### config.mk
export PLATFORM = sky130hd
export DESIGN_NAME = ram_arbiter
export DESIGN_NICKNAME = d
export VERILOG_FILES = /design/src/rtl/ram_arb_pkg.sv /design/src/rtl/ram_arb_pick.sv /design/src/rtl/ram_arbiter.sv
export SDC_FILE = /design/constraint.sdc
export NUM_CORES = 1
export LEC_CHECK = 0
export CORE_ASPECT_RATIO = 0.8
export CORE_UTILIZATION = 39
export CTS_CLUSTER_DIAMETER = 200
export CTS_CLUSTER_SIZE = 16
export DETAILED_ROUTE_END_ITERATION = 16
export PLACE_DENSITY = 0.8
export RECOVER_POWER = 50
export SKIP_CTS_REPAIR_TIMING = 1
export SLEW_MARGIN = 20
export SYNTH_ARGS = -nofsm -noshare
export SYNTH_HDL_FRONTEND = slang
export SYNTH_SLANG_ARGS = --single-unit
### constraint.sdc
create_clock -name CLK -period 2.1 [get_ports CLK]
set_input_delay 0.21 -clock CLK [delete_from_list [all_inputs] [get_ports CLK]]
set_output_delay 0.21 -clock CLK [all_outputs]
set_load 0.02 [all_outputs]
### src/rtl/ram_arb_pkg.sv
// Shared constants and types for the mega_ram arbiter.
// Round-robin arbitration is selected by defining RAM_ARB_RR_EN.
package ram_arb_pkg;

    localparam int unsigned ADDR_W = 8;
    localparam int unsigned DATA_W = 16;

    typedef enum logic [1:0] {
        IDLE,
        ACCESS,
        RESP
    } state_e;

    localparam logic OWN_A = 1'b0;
    localparam logic OWN_B = 1'b1;

    // Memory-mapped IO words; the arbiter passes them through like any other address.
    localparam logic [7:0] IO64_ADDR = 8'h40;
    localparam logic [7:0] IO65_ADDR = 8'h41;

endpackage

### src/rtl/ram_arb_pick.sv
// Combinational winner selection between port A and port B.
// RAM_ARB_RR_EN: round-robin on simultaneous requests; otherwise A has fixed priority.
module ram_arb_pick
    import ram_arb_pkg::*;
(
    input  logic a_req,
    input  logic b_req,
`ifdef RAM_ARB_RR_EN
    input  logic last_owner,
`endif
    output logic grant_b
);

    always_comb begin
`ifdef RAM_ARB_RR_EN
        if (a_req && b_req) begin
            grant_b = (last_owner == OWN_A);
        end else begin
            grant_b = b_req;
        end
`else
        grant_b = b_req && !a_req;
`endif
    end

endmodule

### src/rtl/ram_arbiter.sv
// Two-port arbiter in front of the single-port mega_ram: IDLE -> ACCESS -> RESP per access.
// Define RAM_ARB_RR_EN for round-robin arbitration (default: A over B).
module ram_arbiter
    import ram_arb_pkg::*;
#(
    parameter int unsigned ADDR_W = ram_arb_pkg::ADDR_W,
    parameter int unsigned DATA_W = ram_arb_pkg::DATA_W
) (
    input  logic              CLK,
    input  logic              RESET,
    input  logic              A_REQ,
    input  logic              A_WE,
    input  logic [ADDR_W-1:0] A_ADDR,
    input  logic [DATA_W-1:0] A_WDATA,
    output logic              A_ACK,
    output logic [DATA_W-1:0] A_RDATA,
    input  logic              B_REQ,
    input  logic              B_WE,
    input  logic [ADDR_W-1:0] B_ADDR,
    input  logic [DATA_W-1:0] B_WDATA,
    output logic              B_ACK,
    output logic [DATA_W-1:0] B_RDATA,
    output logic [ADDR_W-1:0] RAM_ADDR,
    output logic [DATA_W-1:0] RAM_IN,
    output logic              RAM_WEN,
    input  logic [DATA_W-1:0] RAM_OUT,
    output logic              BUSY,
    output logic              OWNER
);

    state_e              state_q, state_d;
    logic                we_q;
    logic                owner_q;
    logic [ADDR_W-1:0]   addr_q;
    logic [DATA_W-1:0]   wdata_q;
    logic [DATA_W-1:0]   a_rdata_q, b_rdata_q;
    logic                grant, grant_b;

    assign grant = (state_q == IDLE) && (A_REQ || B_REQ);

`ifdef RAM_ARB_RR_EN
    logic rr_q;

    always_ff @(posedge CLK) begin
        if (RESET) begin
            rr_q <= OWN_A;
        end else if (grant) begin
            rr_q <= grant_b;
        end
    end

    ram_arb_pick u_pick (
        .a_req      (A_REQ),
        .b_req      (B_REQ),
        .last_owner (rr_q),
        .grant_b    (grant_b)
    );
`else
    ram_arb_pick u_pick (
        .a_req   (A_REQ),
        .b_req   (B_REQ),
        .grant_b (grant_b)
    );
`endif

    always_ff @(posedge CLK) begin
        if (RESET) begin
            state_q <= IDLE;
        end else begin
            state_q <= state_d;
        end
    end

    always_comb begin
        state_d = state_q;
        unique case (state_q)
            IDLE:    if (A_REQ || B_REQ) state_d = ACCESS;
            ACCESS:  state_d = RESP;
            RESP:    state_d = IDLE;
            default: state_d = IDLE;
        endcase
    end

    // Latched request fields double as the registered RAM address/data bus.
    always_ff @(posedge CLK) begin
        if (RESET) begin
            we_q      <= 1'b0;
            owner_q   <= OWN_A;
            addr_q    <= '0;
            wdata_q   <= '0;
            a_rdata_q <= '0;
            b_rdata_q <= '0;
        end else begin
            if (grant) begin
                owner_q <= grant_b;
                we_q    <= grant_b ? B_WE    : A_WE;
                addr_q  <= grant_b ? B_ADDR  : A_ADDR;
                wdata_q <= grant_b ? B_WDATA : A_WDATA;
            end
            if (state_q == RESP && !we_q) begin
                if (owner_q == OWN_B) begin
                    b_rdata_q <= RAM_OUT;
                end else begin
                    a_rdata_q <= RAM_OUT;
                end
            end
        end
    end

    // RESET gates WEN/ACK so an aborted access neither writes nor completes.
    always_comb begin
        RAM_WEN = 1'b0;
        A_ACK   = 1'b0;
        B_ACK   = 1'b0;
        BUSY    = 1'b0;
        unique case (state_q)
            IDLE: ;
            ACCESS: begin
                BUSY    = 1'b1;
                RAM_WEN = we_q && !RESET;
            end
            RESP: begin
                BUSY  = 1'b1;
                A_ACK = !RESET && (owner_q == OWN_A);
                B_ACK = !RESET && (owner_q == OWN_B);
            end
            default: ;
        endcase
    end

    // Read data is presented straight from RAM_OUT during ACK, then held.
    assign A_RDATA  = (A_ACK && !we_q) ? RAM_OUT : a_rdata_q;
    assign B_RDATA  = (B_ACK && !we_q) ? RAM_OUT : b_rdata_q;
    assign RAM_ADDR = addr_q;
    assign RAM_IN   = wdata_q;
    assign OWNER    = owner_q;

endmodule
==> results of run 1 <==
cells in the final DEF (no fill, tap or decap), drive strengths merged:
cell,n
inv,4
dlymetal6s2s,2
nand2b,1
a211oi,1
a21oi,1
nor2b,1
clkdlybuf4s50,96
nor2,28
dfxtp,60
ha,4
mux2,32
clkinvlp,1
a311oi,25
nor3b,2
nand2,51
a22o,32
o21a,1
a31oi,2
clkinv,4
buf,56
and3b,1
clkbuf,13
and2,2
bufinv,2
mux2i,2
worst reg2reg max path: stages (launching register included):
cell and delay (ns):
dfxtp_2 0.33, inv_2 0.05, ha_4 0.16, and3b_1 0.17, and2_4 0.19, clkbuf_16 0.16
buf_4 0.16, buf_4 0.14, a22o_1 0.22
registers in the layout, summed over array words and instances (netlist names):
signal	count
OWNER	1
RAM_ADDR	8
RAM_IN	16
a_rdata_q	16
b_rdata_q	16
state_q	2
we_q	1
layout make-up:
cell class	count	area, sq um
fill	459	1870
sequential	60	1200
clock inverter	7	91.3
timing repair buffer	158	1670
clock buffer	9	124
inverter	4	15.0
tap	84	105
multi-input combinational	186	1460
per-layer routing:
layer,vias up,part of all wire (%)
met5,-,0
met2,131,48
met3,8,10
met1,1224,41
met4,0,0.94
li1,1285,-
Yosys cell counts, types with 3 or more instances:
master / n / area share (%)
nor2_1: 28 / 3.9
mux2_2: 17 / 7.1
buf_6: 3 / 1.2
clkbuf_1: 4 / 0.55
mux2_4: 14 / 7.8
a311oi_1: 25 / 8.1
dfxtp_1: 60 / 44
a22o_1: 32 / 10
nand2_1: 51 / 7.1
buf_2: 12 / 2.2
buf_1: 4 / 0.55
ha_1: 4 / 1.8
inv_1: 4 / 0.55
per-stage QoR:
stage	utilization (%)	TNS, ns	area (sq um)	setup slack, ns	instances
4_1_cts	67.1	-14.99	4390	-0.509	499
2_1_floorplan	-	0	2710	0.0893	274
6_report	71.4	-0.0127	4670	-0.00852	508
3_5_place_dp	63.8	-7.94	4170	-0.315	483
3_3_place_gp	63.8	-7.22	4170	-0.269	483
5_1_grt	71.4	-1.47	4670	-0.0730	508
final timing paths:
path         slack [ns]            end  cells past startpoint           from
max              -0.009     A_RDATA[5]                      7     state_q[0]
min                0.44    RAM_ADDR[1]                      3      B_ADDR[1]
max reg2reg        0.41   b_rdata_q[9]                      8     state_q[0]
min reg2reg        0.48  a_rdata_q[11]                      1  a_rdata_q[11]
power breakdown:
group	switching (W)	internal, W	leakage (nW)	total (W)
registers	0.0000532	0.00124	0.491	0.00129
logic	0.000420	0.000477	1.36	0.000898
clock network	0.000470	0.000663	0.109	0.00113
logic make-up after synthesis:
kind of cell	share of synthesized area, %
AND/OR/NAND/NOR	12.8
AO/OA/AOI/OAI	19.6
flip-flops	44.4
multiplexers	16.0
buffers and inverters	5.41
adder cells (fa/ha/maj)	1.85
==> results.cfg, run 1 <==
[floorplanning]
die-area_sq_um = 7280
fp.dieH_um = 76.5
ios = 131
die_w_um = 95.2
initial_utilization_pct = 41.4
core_sq_um = 6540
num_rows = 26

[hold_path]
hp-class = primary input to flop

[sta]
rsz0062_at_grt = yes
period_share_pct = 100
maxSlewHeadroom_pct = 70.5
fin_worst_skew_ns = 0.00932
timing.final.ws_setup_ns = -0.00852
slew_viol_final = 0
period_needed_ns = 2.11
fmax_ghz = 0.474
final-setup-viol-count = 3
timing.hold.ws_ns = 0.439
final-hold-violation-count = 0
tightest_slew_ns = 0.441

[clocking]
insertion_delay_ns = 0.34
cts_buffers = 9
cts_root_buf = clkbuf_8
clkSinkCount = 60
cts_tree = done
htree_levels = 3
clockBufferDepth = 2
path_clk_slew_ns = 0.07

[place]
routabilityCongestion = 0.725
hpwl_mm = 5.21
portBuffers = 130

[setup_path]
worstPathCellList = inv_2, ha_4, nor3b_4, and2_4, clkbuf_16, mux2_4, buf_6
cp_slowest_cell = dfxtp_2
cp_max_fo = 6
cp_data_arrival_time_ns = 1.90
cp-start-kind = flop
critical_path.max_stage_delay_ns = 0.32
path_class = flop to primary output
crit_path_end_kind = primary output
worstPathRequired_ns = 1.89
cpLargestDelayFamily = simple AND/OR/NAND/NOR gates
cp_num_buf_inv = 3

[logic_synthesis]
synth_edf_count = 0
async_flop_share_pct = 0
synth_flop_cell = dfxtp_1
synthesis.area_sq_um = 2710
netlist_instances = 274
ys.warnings.count = 0
ys_types = 25
synth-seq-cells = 60
synthesis.nets = 348
avgSynthCellArea_sq_um = 9.88
yosysSeqAreaShare_pct = 44.4

[global_routing]
grt_max_degree = 41
met3_usage_pct = 10.4
grt_pass1_wl_mm = 11.9
grt_overflow = 0
grt_pass1_vias = 2451
use_met2_pct = 33.0
antenna_found_initial = 0
grt_util_all_layers_pct = 21.1
busiest_layer = met2
use_met1_pct = 25.2

[route]
drc = 0
routed_wl_mm = 8.18
dr.first_iter.drc_count = 69
via_count = 2648
post_drt_wl_per_cell_um = 16.1
viasPerCell = 5.21
firstDrtPassIters = 4
ant_nets = 0

[flow_run]
cap_violations = 0

[pwr]
p_total_w = 0.00332
leakagePower_nw = 1.96
vdd_drop_max_v = 0.000515
powerDensity_nw_per_um2 = 711

[finish]
antenna_cells = 0
areaGrowthSynthToFinish_pct = 72.3
layout-drive-gt1-share_pct = 27.4
final_nets = 493

[status]
violations = setup timing
outcome = finished, violations left
Power figures use the tool's default switching activity.
==> inputs of run 2 (changes only) <==
--- a/config.mk
+++ b/config.mk
@@ -5,15 +5,15 @@
 export SDC_FILE = /design/constraint.sdc
 export NUM_CORES = 1
 export LEC_CHECK = 0
+export ABC_CLOCK_PERIOD_IN_PS = 2100
 export CORE_ASPECT_RATIO = 0.8
 export CORE_UTILIZATION = 39
 export CTS_CLUSTER_DIAMETER = 200
 export CTS_CLUSTER_SIZE = 16
 export DETAILED_ROUTE_END_ITERATION = 16
-export PLACE_DENSITY = 0.8
+export PLACE_DENSITY = 0.85
 export RECOVER_POWER = 50
 export SKIP_CTS_REPAIR_TIMING = 1
-export SLEW_MARGIN = 20
 export SYNTH_ARGS = -nofsm -noshare
 export SYNTH_HDL_FRONTEND = slang
 export SYNTH_SLANG_ARGS = --single-unit
==> run 2 against run 1 <==
The run still ends with setup timing left. Flip-flop and latch count unchanged. Clock power is 11% lower. Utilization is 0.11 points lower. Clock skew is essentially flat. First-iteration DRC count increased by 1.4%. Hold slack got worse by 0.0014 ns. Maximum frequency shrank 0.95%. Clock-buffer cell count grew 2. Combinational power fell by 2%.
==> results.cfg, run 2 (synthesis results as in run 1) <==
[global_routing]
grt_max_degree = 35
grt_pass1_wl_mm = 11.8
antenna_found_initial = 0
grt_util_all_layers_pct = 21.1
grt_overflow = 0
grt_pass1_vias = 2472

[finish]
layout-drive-gt1-share_pct = 27.6
areaGrowthSynthToFinish_pct = 72.0
final_common_cell = clkdlybuf4s50_1
final_nets = 497
final_cell_mix = clkdlybuf4s50_1 (97), dfxtp_1 (59), nand2_1 (51)
fillers = 462
antenna_cells = 0

[setup_path]
worstPathCellList = inv_2, ha_4, nor3b_4, and2_4, clkbuf_16, mux2_4, buf_6
cp_slowest_cell = dfxtp_2
critical_path.max_stage_delay_ns = 0.32
cp_data_arrival_time_ns = 1.92
cp_num_buf_inv = 3
worstPathRequired_ns = 1.89
crit_path_end_kind = primary output
path_class = flop to primary output
cpLargestDelayFamily = simple AND/OR/NAND/NOR gates
cp_max_fo = 7
cp-start-kind = flop

[clocking]
cts_root_buf = clkbuf_8
clkSinkCount = 60
cts_buffers = 9
htree_levels = 3
clockBufferDepth = 2
path_clk_slew_ns = 0.07
insertion_delay_ns = 0.34
cts_tree = done

[sta]
slew_viol_final = 0
final-hold-violation-count = 0
fin_worst_skew_ns = 0.00922
final-setup-viol-count = 21
timing.final.ws_setup_ns = -0.0288
maxSlewHeadroom_pct = 43.1
period_needed_ns = 2.13
rsz0062_at_grt = yes
tightest_slew_ns = 0.850
period_share_pct = 101
setup_tns_ns = -0.260
fmax_ghz = 0.470

[place]
pre_cts_slack_ns = -0.352
routabilityCongestion = 0.790
portBuffers = 130
hpwl_mm = 5.19

[pwr]
clkPwrFrac_pct = 31.8
p_sw_share_pct = 28.5
power_frac_comb_pct = 27.7
seq_power_share_pct = 40.5
leakagePower_nw = 1.94
p_switching_w = 0.000908
vdd_drop_max_v = 0.000451
powerDensity_nw_per_um2 = 683
internal-power_w = 0.00227

[floorplanning]
ios = 131
fp.dieH_um = 76.5
initial_utilization_pct = 41.4
core_sq_um = 6540
die-area_sq_um = 7280
num_rows = 26
die_w_um = 95.2

[status]
violations = setup timing
outcome = finished, violations left

[route]
post_drt_wl_per_cell_um = 15.8
firstDrtPassIters = 4
drc = 0
via_count = 2620
ant_nets = 0
dr.first_iter.drc_count = 70
routed_wl_mm = 8.08
viasPerCell = 5.13

[flow_run]
cap_violations = 0

[hold_path]
hp-class = primary input to flop
-- run 2: per-layer routing --
metal | vias to the layer above | routed length (um) | track usage, % | share of wire (%)
li1 | 1285 | - | - | -
met1 | 1215 | 3330 | 24.2 | 41
met2 | 112 | 3970 | 35.1 | 49
met3 | 8 | 672 | 9.48 | 8.3
met4 | 0 | 102 | 5.61 | 1.3
met5 | - | 0 | 0 | 0
-- run 2: power by group through the flow --
stage / combinational [W] / sequential, W / clock [W]
final: 0.000882 / 0.00129 / 0.00101
after global routing: 0.000948 / 0.00130 / 0.00108
after CTS: 0.000832 / 0.00129 / 0.00103
after detailed placement: 0.000828 / 0.00131 / 0
after global placement: 0.000811 / 0.00131 / 0
after floorplan: 0.000318 / 0.00139 / 0
-- run 2: worst min-delay path, stage by stage --
cell	delay [ns]
clkdlybuf4s50_1	0.40
nand2_1	0.05
a311oi_1	0.07
-- run 2: stage by stage --
step	std cells	util, %	area, sq um	power [W]	hold WS (ns)
final	511	71.2	4660	0.00318	0.437
after global routing	511	71.2	4660	0.00333	0.432
after CTS	498	66.6	4360	0.00315	0.423
after global placement	483	63.7	4160	0.00212	0.452
after floorplan	274	-	2710	0.00171	0.307
after detailed placement	483	63.7	4160	0.00214	0.452
-- run 2: worst paths after layout --
check                                  start      endpoint  slack (ns)  cells past startpoint
worst max-delay path              state_q[0]    A_RDATA[4]       -0.03                      7
worst min-delay path               B_ADDR[2]   RAM_ADDR[2]        0.44                      3
worst max register to register    state_q[0]  b_rdata_q[5]        0.37                      8
worst min register to register  a_rdata_q[9]  a_rdata_q[9]        0.48                      1
-- run 2: area by class of cell --
type                       count  area (sq um)  area share, %
clock buffer                  11           141           3.04
clock inverter                 4          50.0           1.07
inverter                       4          15.0          0.322
multi-input combinational    186          1470           31.5
sequential                    60          1200           25.8
tap                           84           105           2.26
timing repair buffer         162          1680           36.0
==> inputs of run 3 (changes only) <==
--- a/config.mk
+++ b/config.mk
@@ -11,6 +11,9 @@
 export CTS_CLUSTER_DIAMETER = 200
 export CTS_CLUSTER_SIZE = 16
 export DETAILED_ROUTE_END_ITERATION = 16
+export GPL_ROUTABILITY_DRIVEN = 0
+export HOLD_SLACK_MARGIN = 0.15
+export MAX_ROUTING_LAYER = met4
 export PLACE_DENSITY = 0.85
 export RECOVER_POWER = 50
 export SKIP_CTS_REPAIR_TIMING = 1
==> run 3 against run 2 <==
Global-route usage is 0.55 points higher. Die area unchanged. Sequential share of layout area is 0.083 points higher. Hold slack better by 0.0055 ns. Clock skew is 0.0021 ns higher. First-iteration DRC count rose by 19%. Sequential power hardly changed. The flow still finishes with violations (setup timing). Non-clock buffer count down 2. Largest cell class unchanged. Critical path type unchanged. Combinational power barely moved. Utilization down 0.23 points. Via count up 0.84%. Clock-buffer cell count is the same. Critical endpoint unchanged.
==> results.cfg, run 3 (synthesis results as in run 1) <==
[status]
outcome = finished, violations left
violations = setup timing

[place]
portBuffers = 130
pre_cts_slack_ns = -0.352
hpwl_mm = 5.19

[finish]
final_cell_mix = clkdlybuf4s50_1 (97), dfxtp_1 (59), nand2_1 (51)
post-route-util_pct = 71.0
multi_input_area_sq_um = 1470
fillers = 459
final_common_cell = clkdlybuf4s50_1
antenna_cells = 0
layout-drive-gt1-share_pct = 27.3
seqCellArea_sq_um = 1200
final_nets = 495
areaGrowthSynthToFinish_pct = 71.5

[route]
firstDrtPassIters = 4
via_count = 2642
ant_nets = 0
routed_wl_mm = 8.09
dr.first_iter.drc_count = 83
viasPerCell = 5.19
drc = 0
post_drt_wl_per_cell_um = 15.9

[setup_path]
reg2reg_depth = 9
cp_slowest_cell = dfxtp_2
cp_data_arrival_time_ns = 1.91
path_class = flop to primary output
cp_max_fo = 7
cp-start-kind = flop
critical_path.max_stage_delay_ns = 0.32
worstPathCellList = inv_2, ha_4, nor3b_4, and2_4, clkbuf_16, mux2_4, buf_6
worstPathRequired_ns = 1.89
crit_path_end_kind = primary output

[floorplanning]
die_w_um = 95.2
core_sq_um = 6540
ios = 131
num_rows = 26
initial_utilization_pct = 41.4
fp.dieH_um = 76.5
die-area_sq_um = 7280

[global_routing]
grt_max_degree = 35
grt_pass1_wl_mm = 11.8
grt_overflow = 0
antenna_found_initial = 0
grt_util_all_layers_pct = 21.6
grt_pass1_vias = 2482

[sta]
timing.final.ws_setup_ns = -0.0220
setup_tns_ns = -0.156
maxSlewHeadroom_pct = 40.6
final-setup-viol-count = 13
period_needed_ns = 2.12
tightest_slew_ns = 0.887
rsz0062_at_grt = yes
final-hold-violation-count = 0
slew_viol_final = 0
period_share_pct = 101
fin_worst_skew_ns = 0.0113
timing.hold.ws_ns = 0.443
fmax_ghz = 0.471

[pwr]
vdd_drop_max_v = 0.000450
p_total_w = 0.00317
powerDensity_nw_per_um2 = 683
clkPwrFrac_pct = 31.7
p_switching_w = 0.000901
seq_power_share_pct = 40.6
leakagePower_nw = 1.93
power_frac_comb_pct = 27.7
internal-power_w = 0.00227
p_sw_share_pct = 28.4

[clocking]
cts_buffers = 9
path_clk_slew_ns = 0.07
clockBufferDepth = 2
cts_tree = done
insertion_delay_ns = 0.33
cts_root_buf = clkbuf_8
htree_levels = 3
clkSinkCount = 60

[hold_path]
hp-class = primary input to flop
holdPathStages = 3

[flow_run]
cap_violations = 0
-- run 3: changes by cell type in the layout (fill, tap and decap cells not counted), sizes merged --
cell	delta
buf	-2
-- run 3: critical path: cells and delay by family, from the launching register on --
kind / cells / cell delay (ns)
fa+ha+maj: 1 / 0.15
buf+inv: 3 / 0.39
flops: 1 / 0.32
mux: 1 / 0.31
simple gates: 2 / 0.42
-- run 3: final cells by class --
type | instances | area share (%)
Inverter | 4 | 0.323
Clock buffer | 11 | 3.05
Timing Repair Buffer | 160 | 35.8
Sequential cell | 60 | 25.9
Tap cell | 84 | 2.26
Clock inverter | 4 | 1.08
Multi-Input combinational cell | 186 | 31.6
-- run 3: metal layers --
metal  wire [um]  GRT usage (%)  vias to the layer above  share of wire (%)
li1            -              -                     1285                  -
met1        3430           24.6                     1238                 42
met2        3990           35.1                      113                 49
met3         624           7.68                        6                7.7
met4          48           6.97                        0               0.59
met5           0              -                        -                  0
-- run 3: power by group through the flow --
stage	sequential, W	combinational, W	clock [W]
after CTS	0.00129	0.000832	0.00103
final	0.00129	0.000880	0.00100
after detailed placement	0.00131	0.000828	0
after global placement	0.00131	0.000811	0
after floorplan	0.00139	0.000318	0
after global routing	0.00130	0.000946	0.00108
-- run 3: final timing paths --
| path | from | end | slack [ns] |
|---|---|---|---|
| max | state_q[0] | A_RDATA[4] | -0.02 |
| min | B_WDATA[7] | RAM_IN[7] | 0.44 |
| max reg2reg | state_q[0] | a_rdata_q[13] | 0.29 |
| min reg2reg | a_rdata_q[8] | a_rdata_q[8] | 0.48 |
-- run 3: stage by stage --
step,instances,cell area [sq um]
2_1_floorplan,274,2710
3_3_place_gp,483,4160
3_5_place_dp,483,4160
4_1_cts,498,4360
5_1_grt,509,4640
6_report,509,4640
